### src/rtl/latch_xm_skid_pkg.sv
// Purpose: shared definitions for the X/M pipeline latch with skid buffer.
//   - occupancy encodings (EMPTY/ONE/FULL) built from {skid_valid, main_valid}
//   - default field widths and the default NOP instruction word
//   - payload width helper: IR + o + b + rStatus + isRStatus
package latch_xm_skid_pkg;

   localparam int unsigned XM_DATA_W_DEF = 32;
   localparam int unsigned XM_IR_W_DEF   = 32;

   localparam logic [XM_IR_W_DEF-1:0] XM_NOP_IR_DEF = '0;

   // Encoding equals {skid_valid, main_valid}; 2'b10 cannot occur.
   typedef enum logic [1:0] {
      XM_EMPTY = 2'b00,
      XM_ONE   = 2'b01,
      XM_FULL  = 2'b11
   } xm_state_e;

   function automatic int unsigned xm_payload_w(input int unsigned ir_w,
                                                input int unsigned data_w);
      return ir_w + 3 * data_w + 1;
   endfunction

endpackage

### src/rtl/latch_xm_skid_xm_slot.sv
// Purpose: one storage slot of the X/M latch: payload register with load
//   enable plus a valid flop with synchronous kill.
// Ports:
//   clock, reset   rising-edge clock, asynchronous active-high reset
//   load           capture d into the payload register
//   valid_in       next value of the valid bit (when not killed)
//   kill           forces the valid bit to 0 at the next edge
//   d              payload to capture
//   valid_out      registered valid bit
//   q_out          registered payload
module xm_slot #(
   parameter int unsigned W = 1
) (
   input  logic         clock,
   input  logic         reset,
   input  logic         load,
   input  logic         valid_in,
   input  logic         kill,
   input  logic [W-1:0] d,
   output logic         valid_out,
   output logic [W-1:0] q_out
);

   logic         valid_d, valid_q;
   logic [W-1:0] payload_d, payload_q;

   // Next-state: payload loads on demand, kill overrides the valid update.
   always_comb begin
      payload_d = payload_q;
      valid_d   = valid_in;
      if (load) payload_d = d;
      if (kill) valid_d   = 1'b0;
   end

   // Payload reset is only for deterministic simulation.
   always_ff @(posedge clock or posedge reset) begin
      if (reset) begin
         valid_q   <= 1'b0;
         payload_q <= '0;
      end else begin
         valid_q   <= valid_d;
         payload_q <= payload_d;
      end
   end

   assign valid_out = valid_q;
   assign q_out     = payload_q;

endmodule

### src/rtl/latch_xm_skid.sv
// Purpose: execute->memory pipeline latch with valid/ready handshake, a
//   2-entry skid buffer (main + skid slot), synchronous flush and NOP
//   injection on bubbles. in_ready comes straight from a flop, so there is
//   no combinational path from out_ready to in_ready.
// Ports:
//   clock, reset                 clock, asynchronous active-high reset
//   in_valid / in_ready          upstream handshake (in_ready registered)
//   ir_in, o_in, b_in,
//   isRStatus_in, rStatus_in     execute-stage payload
//   flush                        synchronous kill of all held entries
//   out_valid / out_ready        downstream handshake
//   ir_out, o_out, b_out,
//   rStatus_out, isRStatus_out   main-slot payload; ir_out=NOP_IR and
//                                isRStatus_out=0 while out_valid=0
// Optional: define LATCH_XM_PERF_EN to add stall_cnt and flush_cnt outputs.
module latch_xm_skid
   import latch_xm_skid_pkg::*;
#(
   parameter int unsigned     DATA_W = XM_DATA_W_DEF,
   parameter int unsigned     IR_W   = XM_IR_W_DEF,
   parameter logic [IR_W-1:0] NOP_IR = IR_W'(XM_NOP_IR_DEF)
) (
   input  logic              clock,
   input  logic              reset,
   input  logic              in_valid,
   output logic              in_ready,
   input  logic [IR_W-1:0]   ir_in,
   input  logic [DATA_W-1:0] o_in,
   input  logic [DATA_W-1:0] b_in,
   input  logic              isRStatus_in,
   input  logic [DATA_W-1:0] rStatus_in,
   input  logic              flush,
   output logic              out_valid,
   input  logic              out_ready,
   output logic [IR_W-1:0]   ir_out,
   output logic [DATA_W-1:0] o_out,
   output logic [DATA_W-1:0] b_out,
   output logic [DATA_W-1:0] rStatus_out,
   output logic              isRStatus_out
`ifdef LATCH_XM_PERF_EN
  ,output logic [31:0]       stall_cnt
  ,output logic [31:0]       flush_cnt
`endif
);

   localparam int unsigned PAYLOAD_W = xm_payload_w(IR_W, DATA_W);
   // Field positions inside the packed payload {ir, o, b, rStatus, isRStatus}.
   localparam int unsigned IR_MSB = PAYLOAD_W - 1;
   localparam int unsigned O_MSB  = 3 * DATA_W;
   localparam int unsigned B_MSB  = 2 * DATA_W;
   localparam int unsigned RS_MSB = DATA_W;

   logic [PAYLOAD_W-1:0] in_payload, main_d, main_q, skid_q;
   logic                 main_valid, skid_valid;
   logic                 main_load, main_from_skid, main_vin;
   logic                 skid_load, skid_vin;
   logic                 acc, deq;
   logic                 in_ready_d, in_ready_q;
   xm_state_e            state;

   assign in_payload = {ir_in, o_in, b_in, rStatus_in, isRStatus_in};
   assign state      = xm_state_e'({skid_valid, main_valid});

   // Occupancy control: decide which slot loads and the next valid bits.
   always_comb begin
      main_load      = 1'b0;
      main_from_skid = 1'b0;
      main_vin       = main_valid;
      skid_load      = 1'b0;
      skid_vin       = skid_valid;
      acc            = in_valid & in_ready_q;
      deq            = main_valid & out_ready;
      case (state)
         XM_EMPTY: begin
            if (acc) begin
               main_load = 1'b1;
               main_vin  = 1'b1;
            end
         end
         XM_ONE: begin
            if (acc && deq) begin
               main_load = 1'b1;
            end else if (acc) begin
               skid_load = 1'b1;
               skid_vin  = 1'b1;
            end else if (deq) begin
               main_vin  = 1'b0;
            end
         end
         XM_FULL: begin
            // in_ready is 0 here, so only the skid->main promotion happens.
            if (deq) begin
               main_load      = 1'b1;
               main_from_skid = 1'b1;
               skid_vin       = 1'b0;
            end
         end
         default: ;
      endcase
      main_d     = main_from_skid ? skid_q : in_payload;
      // in_ready mirrors the next skid valid bit, flush included.
      in_ready_d = ~(skid_vin & ~flush);
   end

   xm_slot #(.W(PAYLOAD_W)) u_main (
      .clock     (clock),
      .reset     (reset),
      .load      (main_load),
      .valid_in  (main_vin),
      .kill      (flush),
      .d         (main_d),
      .valid_out (main_valid),
      .q_out     (main_q)
   );

   xm_slot #(.W(PAYLOAD_W)) u_skid (
      .clock     (clock),
      .reset     (reset),
      .load      (skid_load),
      .valid_in  (skid_vin),
      .kill      (flush),
      .d         (in_payload),
      .valid_out (skid_valid),
      .q_out     (skid_q)
   );

   always_ff @(posedge clock or posedge reset) begin
      if (reset) in_ready_q <= 1'b1;
      else       in_ready_q <= in_ready_d;
   end

   assign in_ready      = in_ready_q;
   assign out_valid     = main_valid;
   // Bubble gating so a valid-unaware consumer sees a NOP.
   assign ir_out        = main_valid ? main_q[IR_MSB -: IR_W] : NOP_IR;
   assign isRStatus_out = main_valid & main_q[0];
   assign o_out         = main_q[O_MSB -: DATA_W];
   assign b_out         = main_q[B_MSB -: DATA_W];
   assign rStatus_out   = main_q[RS_MSB -: DATA_W];

`ifdef LATCH_XM_PERF_EN
   logic [31:0] stall_cnt_d, stall_cnt_q;
   logic [31:0] flush_cnt_d, flush_cnt_q;

   // Counters wrap naturally at 2^32.
   always_comb begin
      stall_cnt_d = stall_cnt_q;
      flush_cnt_d = flush_cnt_q;
      if (main_valid && !out_ready)         stall_cnt_d = stall_cnt_q + 32'(1);
      if (flush && (main_valid || skid_valid)) flush_cnt_d = flush_cnt_q + 32'(1);
   end

   always_ff @(posedge clock or posedge reset) begin
      if (reset) begin
         stall_cnt_q <= '0;
         flush_cnt_q <= '0;
      end else begin
         stall_cnt_q <= stall_cnt_d;
         flush_cnt_q <= flush_cnt_d;
      end
   end

   assign stall_cnt = stall_cnt_q;
   assign flush_cnt = flush_cnt_q;
`endif

endmodule

### config.mk
export PLATFORM = sky130hd
export DESIGN_NAME = latch_xm_skid
export DESIGN_NICKNAME = d
export VERILOG_FILES = /design/src/rtl/latch_xm_skid_pkg.sv /design/src/rtl/latch_xm_skid_xm_slot.sv /design/src/rtl/latch_xm_skid.sv
export SDC_FILE = /design/constraint.sdc
export NUM_CORES = 1
export LEC_CHECK = 0
export BUFFER_PORTS_ARGS = -buffer_cell sky130_fd_sc_hd__buf_2
export CORE_ASPECT_RATIO = 1.75
export CORE_MARGIN = 5
export CORE_UTILIZATION = 40
export CTS_CLUSTER_DIAMETER = 50
export DETAILED_ROUTE_END_ITERATION = 10
export GPL_TIMING_DRIVEN = 1
export MAX_ROUTING_LAYER = met4
export SLEW_MARGIN = 20
export SYNTH_ARGS = -nofsm -noshare
export SYNTH_HDL_FRONTEND = slang
export SYNTH_SLANG_ARGS = --single-unit
### constraint.sdc
create_clock -name clock -period 12.3 [get_ports clock]
set_input_delay 0 -clock clock [delete_from_list [all_inputs] [get_ports clock]]
set_output_delay 0 -clock clock [all_outputs]
set_load 0.05 [all_outputs]
**Word level (Yosys, flattened, before mapping)**

Cells that the tools add are included.
Widths: inputs -> output; s select.

- Flip-flop bits (word level): 261
- Output and inout bits: 131
- Word-level logic and storage cells: 41

- Equality and inequality tests: 6
- Multiplexer cells: 20
- Bitwise operators: 6
- Reduce and logical (&&, ||, !) cells: 4

Operators by type and width:

| cell | number |
|---|---|
| $mux 129 | 1 |
| $mux 32 | 1 |
| $mux 1 | 15 |
| $ne 3x3->1 const B | 4 |
| $reduce_and 5->1 | 1 |
| $and 1x1->1 | 4 |
| $pmux 1 s2 | 2 |
| $pmux 1 s3 | 1 |
| $reduce_bool 3->1 | 1 |
| $eq 2x1->1 const B | 1 |
| $eq 2x2->1 const B | 1 |
| $logic_not 2->1 | 1 |
| $not 1->1 | 2 |
| $logic_and 1x1->1 | 1 |

**Longest topological paths before layout**

Gate-level depths: netlist of the first run.

- Word-level depth: 6
- Mapped depth: 6

**By module**

A second synthesis of the first run with hierarchy kept.

- Cell total of the unflattened synthesis: 743
- Area, all modules: 11659.9 µm²

Modules (own cells, without submodules):

| module | times used | cells each | area each (µm²) | sequential area each (µm²) |
|---|---|---|---|---|
| xm_slot | 2 | 275 | 4867.2 | 3253.1 |
| latch_xm_skid | 1 | 193 | 1925.6 | 26.3 |

**Worst setup path before layout of the first run**

Ideal clock, no wire load.

- Kind: flip-flop to flip-flop
- Start: register u_main.valid_q (netlist: u_main.valid_out)
- End: register u_main.payload_q[0] (netlist: u_main.q_out[0])
- Setup time: 125 ps
- Data arrival time: 1805 ps
- Data required time: 12175 ps
- Slack: 10371 ps
- Stages on the path, launching flop included: 7
- Period minus slack after synthesis: 1929 ps
- Cell sequence: dfrtp_1 buf_2 nand2_1 a21oi_1 buf_4 buf_4 mux2_2

- Longest elaborated chain between the ends: 4
- Elaborated cells on any way between the ends: 10

RTL lines:

| what | RTL line | source |
|---|---|---|
| start, declared | latch_xm_skid_xm_slot.sv:24 | `logic valid_d, valid_q;` |
| start signal, assigned | latch_xm_skid_xm_slot.sv:41 | `valid_q <= valid_d;` |
| $and 1x1->1 | latch_xm_skid.sv:72 | `deq = main_valid & out_ready;` |
| $logic_and 1x1->1 or $mux 1 (tied branches) | latch_xm_skid.sv:81, latch_xm_skid.sv:92 |  |
| $mux 1, on equally long branches | latch_xm_skid.sv:81, latch_xm_skid.sv:73 |  |
| $pmux 1 s3 or $mux 129 (tied branches) | latch_xm_skid.sv:73, latch_xm_skid.sv:100 |  |
| end signal, assigned | latch_xm_skid_xm_slot.sv:42 | `payload_q <= payload_d;` |
| end, declared | latch_xm_skid_xm_slot.sv:25 | `logic [W-1:0] payload_d, payload_q;` |

Several ways; a longest one is shown, not always the timed one.
A chain may end at the register's enable or synchronous reset.

**Final worst setup path of the first run**

- Start: register u_main.valid_q (netlist: u_main.valid_out)
- End: register u_main.payload_q[97] (netlist: u_main.q_out[97])

The elaborated chain is that of the path after synthesis.

==> results.json, run 1 <==
{
  "setup_tns_ns": 0,
  "dieHeight_um": 242,
  "fin_crit_period_ns": 3.21,
  "grt_start_max_net_pins": 125,
  "vdd_ir_drop_max_mv": 0.149,
  "report.final.setup_viol": 0,
  "worst_slew_margin_rel": 0.337,
  "timing_worst_setup_path_type": "flip-flop to flip-flop",
  "pwr_density_cell_nw_per_um2": 180,
  "grt_remaining_overflow": 0,
  "port_buffers": 264,
  "worstPathArrival_ns": 3.62,
  "fp.dieW_um": 142,
  "timing_hold_violations_final": 0,
  "setup_slack_ns": 9.09,
  "final_max_slew_viol_count": 0,
  "syn_to_final_growth_pct": 24.8,
  "mostFrequentLayoutCell": "sky130_fd_sc_hd__mux2_2",
  "detail_route.iter0.violations": 170,
  "synth_top_area_frac": 0.530,
  "nets": 1265,
  "final.setup_skew_ns": 0.0102,
  "critPathRequiredTime_ns": 12.71,
  "grt_first_pass_wirelength_um": 43000,
  "synth.avg_cell_area_sq_um": 14.7,
  "grt_use_total": 0.157,
  "ys.warnings.count": 0,
  "cts_tree": "done",
  "first_pass_iters": 4,
  "synthCells": 836,
  "clock_sinks": 261,
  "floorplan.rows": 85,
  "drt-wirelength-per-cell_um": 17.0,
  "place_congestion": 0.722,
  "post_cts_repair_resize_count": 0,
  "filler_cell_count": 2623,
  "routed-via-count": 7391,
  "clock_latency_ns": 0.54,
  "synth_top_area_cell": "sky130_fd_sc_hd__dfrtp_1",
  "dp_worst_setup_slack_ns": 9.03,
  "final_cell_mix": "287 x sky130_fd_sc_hd__mux2_2, 264 x sky130_fd_sc_hd__buf_2, 260 x sky130_fd_sc_hd__dfrtp_1",
  "worst_slew_pin_slew_ns": 0.994,
  "post-cts-setup-buffers": 0,
  "antenna_found_initial": 1,
  "h-tree-depth": 1,
  "area_of_the_die_sq_um": 34400,
  "maxClockFrequency_mhz": 312,
  "core_region_area_sq_um": 30500,
  "clkSlewWorstSetupHoldPaths_ns": 0.07,
  "synth_area_leaders": "sky130_fd_sc_hd__dfrtp_1 53%, sky130_fd_sc_hd__mux2_2 26%, sky130_fd_sc_hd__mux2_1 9.2%",
  "avgViaCountPerCell": 4.79,
  "drcViolationCount": 0,
  "clock_path_buffers": 3,
  "postSynthRegisterBits": 261,
  "synth_cell_area_sq_um": 12300,
  "synth.yosys.seq_area_share": 0.532,
  "setup.worst_path.start_class": "flip-flop",
  "ant_nets": 0,
  "grt_pass1_vias": 8324,
  "crit_path_max_fanout": 66,
  "synth.distinct_cells": 19,
  "ios": 265,
  "syn_nets": 970,
  "timing.final.crit_share": 0.261,
  "post_route_cells_drive_above_1_share": 0.530,
  "drv_cap": 0,
  "endpoint_kind": "flip-flop",
  "effective_utilization_at_floorplan": 0.402,
  "root_buffer": "sky130_fd_sc_hd__clkbuf_16",
  "hold_path_class": "input pin to asynchronous set/reset pin",
  "grt_setup_unrepaired": "false",
  "dpl.hpwl_um": 16300,
  "wl_um": 26300,
  "cellLeakagePower_nw": 6.88,
  "outcome": "finished clean",
  "cts-buffers-inserted": 27
}
==> cell usage after synthesis <==
cell                       number
sky130_fd_sc_hd__inv_1          3
sky130_fd_sc_hd__buf_6         14
sky130_fd_sc_hd__buf_4        120
sky130_fd_sc_hd__a21oi_1        2
sky130_fd_sc_hd__mux2_1       100
sky130_fd_sc_hd__a31oi_1        1
sky130_fd_sc_hd__nor2b_1        1
sky130_fd_sc_hd__a211o_1        1
sky130_fd_sc_hd__buf_2          5
sky130_fd_sc_hd__clkbuf_1       3
sky130_fd_sc_hd__mux2_2       287
sky130_fd_sc_hd__nand2_1        1
sky130_fd_sc_hd__nand3b_1       1
sky130_fd_sc_hd__and2_1        33
sky130_fd_sc_hd__dfstp_2        1
sky130_fd_sc_hd__nand3_2        1
sky130_fd_sc_hd__and4b_1        1
sky130_fd_sc_hd__o21ai_0        1
sky130_fd_sc_hd__dfrtp_1      260
==> final timing paths <==
path | start | end | slack (ns) | cells after the start
worst max-delay path | u_main.valid_out | u_main.q_out[97] | 9.09 | 6
worst min-delay path | reset | u_skid.q_out[11] | 0.18 | 3
worst max register to register | u_main.valid_out | u_main.q_out[97] | 9.09 | 6
worst min register to register | u_main.q_out[109] | u_main.q_out[109] | 0.50 | 1
max in group asynchronous | reset | u_main.q_out[68] | 10.63 | 4
min in group clock | ir_in[7] | u_skid.q_out[104] | 0.24 | 3
==> state kept, by name, indices dropped and copies added (netlist names) <==
register          flops
u_skid.valid_out      1
u_main.q_out        129
u_skid.q_out        129
in_ready              1
u_main.valid_out      1
==> routing by layer <==
metal	global-route usage	share of wire	up-vias
met4	0.0546	0.028	0
met1	0.178	0.40	3736
met5	-	0	-
met2	0.276	0.52	179
li1	-	-	3432
met3	0.0271	0.054	44
==> area by class of cell <==
class | count | area, sq um | area share
Antenna cell | 1 | 2.50 | 0.000163
Clock buffer | 36 | 739 | 0.0483
Clock inverter | 14 | 145 | 0.00947
Inverter | 3 | 18.8 | 0.00123
Multi-Input combinational cell | 430 | 4650 | 0.304
Sequential cell | 261 | 6530 | 0.426
Tap cell | 391 | 489 | 0.0319
Timing Repair Buffer | 408 | 2740 | 0.179
==> cells by family (layout without fill, tap and decap cells) <==
family	count (synthesis)	after routing	share of synthesized area
flops	261	261	0.532
other cells	0	1	0
compound gates	5	5	0.00245
mux	387	387	0.355
buf+inv	145	461	0.0901
simple gates	38	38	0.0199
==> metrics by stage <==
step                 util  cell area (sq um)  power, mW  std cells  hold WS (ns)
floorplan               -              12300       1.85        836        0.0631
global placement    0.429              13100       1.91       1359         0.170
detailed placement  0.429              13100       1.93       1359         0.187
CTS                 0.502              15300       2.80       1543         0.199
global route        0.502              15300       2.90       1544         0.229
finish              0.502              15300       2.75       1544         0.180
==> worst max-delay path: stages (launching register included) <==
cell,delay (ns)
sky130_fd_sc_hd__dfrtp_1,0.37
sky130_fd_sc_hd__buf_4,0.25
sky130_fd_sc_hd__nand3_4,0.09
sky130_fd_sc_hd__buf_4,0.68
sky130_fd_sc_hd__buf_4,0.87
sky130_fd_sc_hd__mux2_2,0.41
sky130_fd_sc_hd__mux2_2,0.26
==> repair_timing <==
item                                   in CTS  in global routing
setup endpoints to repair                   0                  0
endpoints found under the hold margin     383                  0
hold buffers                              134                  0
==> where the power goes <==
part	internal, mW	switching (mW)
sequential	1.09	0.106
combinational	0.303	0.443
clock	0.469	0.345
(Power assumes the default switching activity.)
==> run 2, diff against run 1 <==
--- a/config.mk
+++ b/config.mk
@@ -5,6 +5,7 @@
 export SDC_FILE = /design/constraint.sdc
 export NUM_CORES = 1
 export LEC_CHECK = 0
+export ABC_AREA = 1
 export BUFFER_PORTS_ARGS = -buffer_cell sky130_fd_sc_hd__buf_2
 export CORE_ASPECT_RATIO = 1.75
 export CORE_MARGIN = 5
==> constraint.sdc (replaced) <==
create_clock -name clock -period 2.82 [get_ports clock]
set_input_delay 0 -clock clock [delete_from_list [all_inputs] [get_ports clock]]
set_output_delay 0 -clock clock [all_outputs]
set_load 0.05 [all_outputs]
==> run 2 against run 1 <==
Clock skew barely moved. Synthesized area rose by 6.7%. Core utilization fell by 0.37 points. First-iteration DRC count rose to 3.8 times the previous value. Critical path depth rose by 1. Power rose to 4.3 times the previous value. Sequential share of layout area fell by 2.0 points. Clock power rose to 4.3 times the previous value. Register-to-register slack got worse by 9.0 ns. Final area rose by 5.1%. Non-clock buffer count rose by 15.
==> results.json, run 2 <==
{
  "outcome": "finished clean",
  "cts-buffers-inserted": 27,
  "grt_first_pass_wirelength_um": 64900,
  "fp.dieW_um": 147,
  "dpl.hpwl_um": 23100,
  "synth_top_area_frac": 0.497,
  "clock_sinks": 261,
  "setup_tns_ns": 0,
  "timing_hold_violations_final": 0,
  "synth.distinct_cells": 18,
  "clkSlewWorstSetupHoldPaths_ns": 0.06,
  "grt_start_max_net_pins": 168,
  "root_buffer": "sky130_fd_sc_hd__clkbuf_16",
  "syn_nets": 1872,
  "avgViaCountPerCell": 5.06,
  "mostFrequentLayoutCell": "sky130_fd_sc_hd__nand2_1",
  "critical_path.startpoint": "u_main.valid_out",
  "nets": 2096,
  "critical_path.most_common_cell": "sky130_fd_sc_hd__nand2_1",
  "vdd_ir_drop_max_mv": 0.483,
  "critPathRequiredTime_ns": 3.25,
  "clock_latency_ns": 0.54,
  "ys.flop_type": "sky130_fd_sc_hd__dfrtp_1",
  "cellLeakagePower_nw": 9.17,
  "worst_hold_startpoint": "out_ready",
  "h-tree-depth": 1,
  "final.setup_skew_ns": 0.00985,
  "core_region_area_sq_um": 32300,
  "timing_worst_setup_path_type": "flip-flop to flip-flop",
  "postSynth.asyncResetShare": 1.00,
  "placed_cells": 2201,
  "grt_setup_unrepaired": "false",
  "ant_nets": 0,
  "synth_edf_count": 0,
  "synth.avg_cell_area_sq_um": 7.54,
  "crit_path_max_fanout": 167,
  "final_cell_mix": "940 x sky130_fd_sc_hd__nand2_1, 263 x sky130_fd_sc_hd__buf_2, 258 x sky130_fd_sc_hd__dfrtp_1",
  "worstReg2RegStart": "u_main.valid_out",
  "critical_path.n_buffers_inverters": 2,
  "post-cts-setup-buffers": 0,
  "drcViolationCount": 0,
  "worst_slew_pin_slew_ns": 0.891,
  "fin_crit_period_ns": 2.72,
  "worst_path_largest_cell_delay_ns": 0.66,
  "area_of_the_die_sq_um": 36600,
  "port_buffers": 264,
  "synth_top_area_cell": "sky130_fd_sc_hd__dfrtp_1",
  "routed-via-count": 12100,
  "antenna_found_initial": 3,
  "worstPathArrival_ns": 3.15,
  "maxClockFrequency_mhz": 368,
  "drt-wirelength-per-cell_um": 16.7,
  "synthCells": 1738,
  "report.final.setup_viol": 0,
  "floorplan.rows": 87,
  "worst_slew_margin_rel": 0.406,
  "wl_um": 39900,
  "post_route_cells_drive_above_1_share": 0.175,
  "final_max_slew_viol_count": 0,
  "postSynthRegisterBits": 261,
  "pwr_density_cell_nw_per_um2": 737,
  "effective_utilization_at_floorplan": 0.405,
  "grt_pass1_vias": 12100,
  "setup.worst_path.start_class": "flip-flop",
  "slowest_cell_on_the_critical_path": "sky130_fd_sc_hd__nand3_4",
  "synth_cell_area_sq_um": 13100,
  "grt_use_total": 0.220,
  "synth_commonest_cells": "942 x sky130_fd_sc_hd__nand2_1, 260 x sky130_fd_sc_hd__dfrtp_1, 129 x sky130_fd_sc_hd__nand3_1, 129 x sky130_fd_sc_hd__nand4_1, 110 x sky130_fd_sc_hd__buf_4",
  "drv_cap": 0,
  "timing.final.crit_share": 0.963,
  "hold_path_class": "input pin to flip-flop",
  "path_delay_family": "buffers and inverters",
  "ys.warnings.count": 0,
  "detail_route.iter0.violations": 650,
  "first_pass_iters": 5,
  "endpoint_kind": "flip-flop",
  "place_congestion": 0.800,
  "post_layout_nonfiller_instances": 2383,
  "dieHeight_um": 249,
  "synth.yosys.seq_area_share": 0.499,
  "syn_to_final_growth_pct": 23.0,
  "synth_area_leaders": "sky130_fd_sc_hd__dfrtp_1 50%, sky130_fd_sc_hd__nand2_1 27%, sky130_fd_sc_hd__buf_4 6.3%",
  "ios": 265,
  "cts_tree": "done",
  "synth.most_common_cell": "sky130_fd_sc_hd__nand2_1",
  "grt_remaining_overflow": 0,
  "clock_path_buffers": 3,
  "critical_path.cell_chain": "buf_12 > nand3_4 > buf_4 > nand2_1 > nand2_1 > nand2_1 > nand2_1"
}
[run 2: cell count changes after synthesis, moves of 13 or more]
cell                       delta
sky130_fd_sc_hd__and2_1      -33
sky130_fd_sc_hd__nand3_1    +129
sky130_fd_sc_hd__buf_2       +73
sky130_fd_sc_hd__buf_6       -13
sky130_fd_sc_hd__nand2_1    +941
sky130_fd_sc_hd__inv_1       +32
sky130_fd_sc_hd__clkbuf_1    +32
sky130_fd_sc_hd__mux2_1     -100
sky130_fd_sc_hd__mux2_2     -287
sky130_fd_sc_hd__nand4_1    +129
[run 2: path summary, 6_finish.rpt]
path                                      to  slack, ns  depth (start not counted)
setup / recovery            u_main.q_out[83]       0.10                          7
setup reg to reg            u_main.q_out[83]       0.10                          7
hold / removal              u_main.q_out[75]       0.07                          5
max in group asynchronous   u_skid.q_out[65]       1.69                          5
min in group asynchronous  u_skid.q_out[127]       0.15                          3
hold reg to reg             u_main.q_out[16]       0.47                          2
[run 2: layer usage]
metal  GRT usage  wire (um)
met2       0.381      20200
met5           -          0
met4      0.0853       1570
met1       0.262      16100
met3      0.0240       2010
[run 2: stage by stage]
| stage | hold WS [ns] | worst slack, ns | power, mW | cell area, sq um | util |
|---|---|---|---|---|---|
| 2_1_floorplan | 0.119 | -0.621 | 7.83 | 13100 | - |
| 3_3_place_gp | 0.162 | 0.305 | 8.27 | 13900 | 0.431 |
| 3_5_place_dp | 0.171 | 0.246 | 8.34 | 13900 | 0.431 |
| 4_1_cts | 0.0424 | 0.243 | 12.0 | 16100 | 0.498 |
| 5_1_grt | 0.0815 | 0.0594 | 12.5 | 16100 | 0.498 |
| 6_report | 0.0670 | 0.104 | 11.9 | 16100 | 0.498 |
[run 2: worst min-delay path, cell delays in order]
cell	delay (ns)
sky130_fd_sc_hd__buf_4	0.26
sky130_fd_sc_hd__nand4_1	0.16
sky130_fd_sc_hd__nand2_1	0.05
sky130_fd_sc_hd__nand2_1	0.06
sky130_fd_sc_hd__nand2_1	0.05
[run 2: cell families (layout without fill, tap and decap cells)]
| logic type | after synthesis | after routing | share of synthesized area |
|---|---|---|---|
| AO/OA/AOI/OAI | 3 | 3 | 0.00153 |
| buffers and inverters | 267 | 509 | 0.116 |
| flip-flops | 261 | 261 | 0.499 |
| other | 0 | 3 | 0 |
| AND/OR/NAND/NOR | 1207 | 1207 | 0.384 |
[run 2: final cells by class]
class | instances | area (sq um)
inverter | 39 | 150
clock inverter | 11 | 96.3
multi-input combinational | 1210 | 5090
timing repair buffer | 423 | 2990
fill | 3146 | 16200
tap | 400 | 500
clock buffer | 36 | 739
antenna | 3 | 7.51
sequential | 261 | 6540
[run 2: what timing repair did]
action / CTS / global route
gates resized for setup: 0 / 0
hold buffers: 132 / 0
endpoints found under the hold margin: 285 / 0
[run 2: where the power goes]
part,switching (mW),internal (mW)
clock network,1.52,1.94
logic,2.39,0.904
registers,0.497,4.61
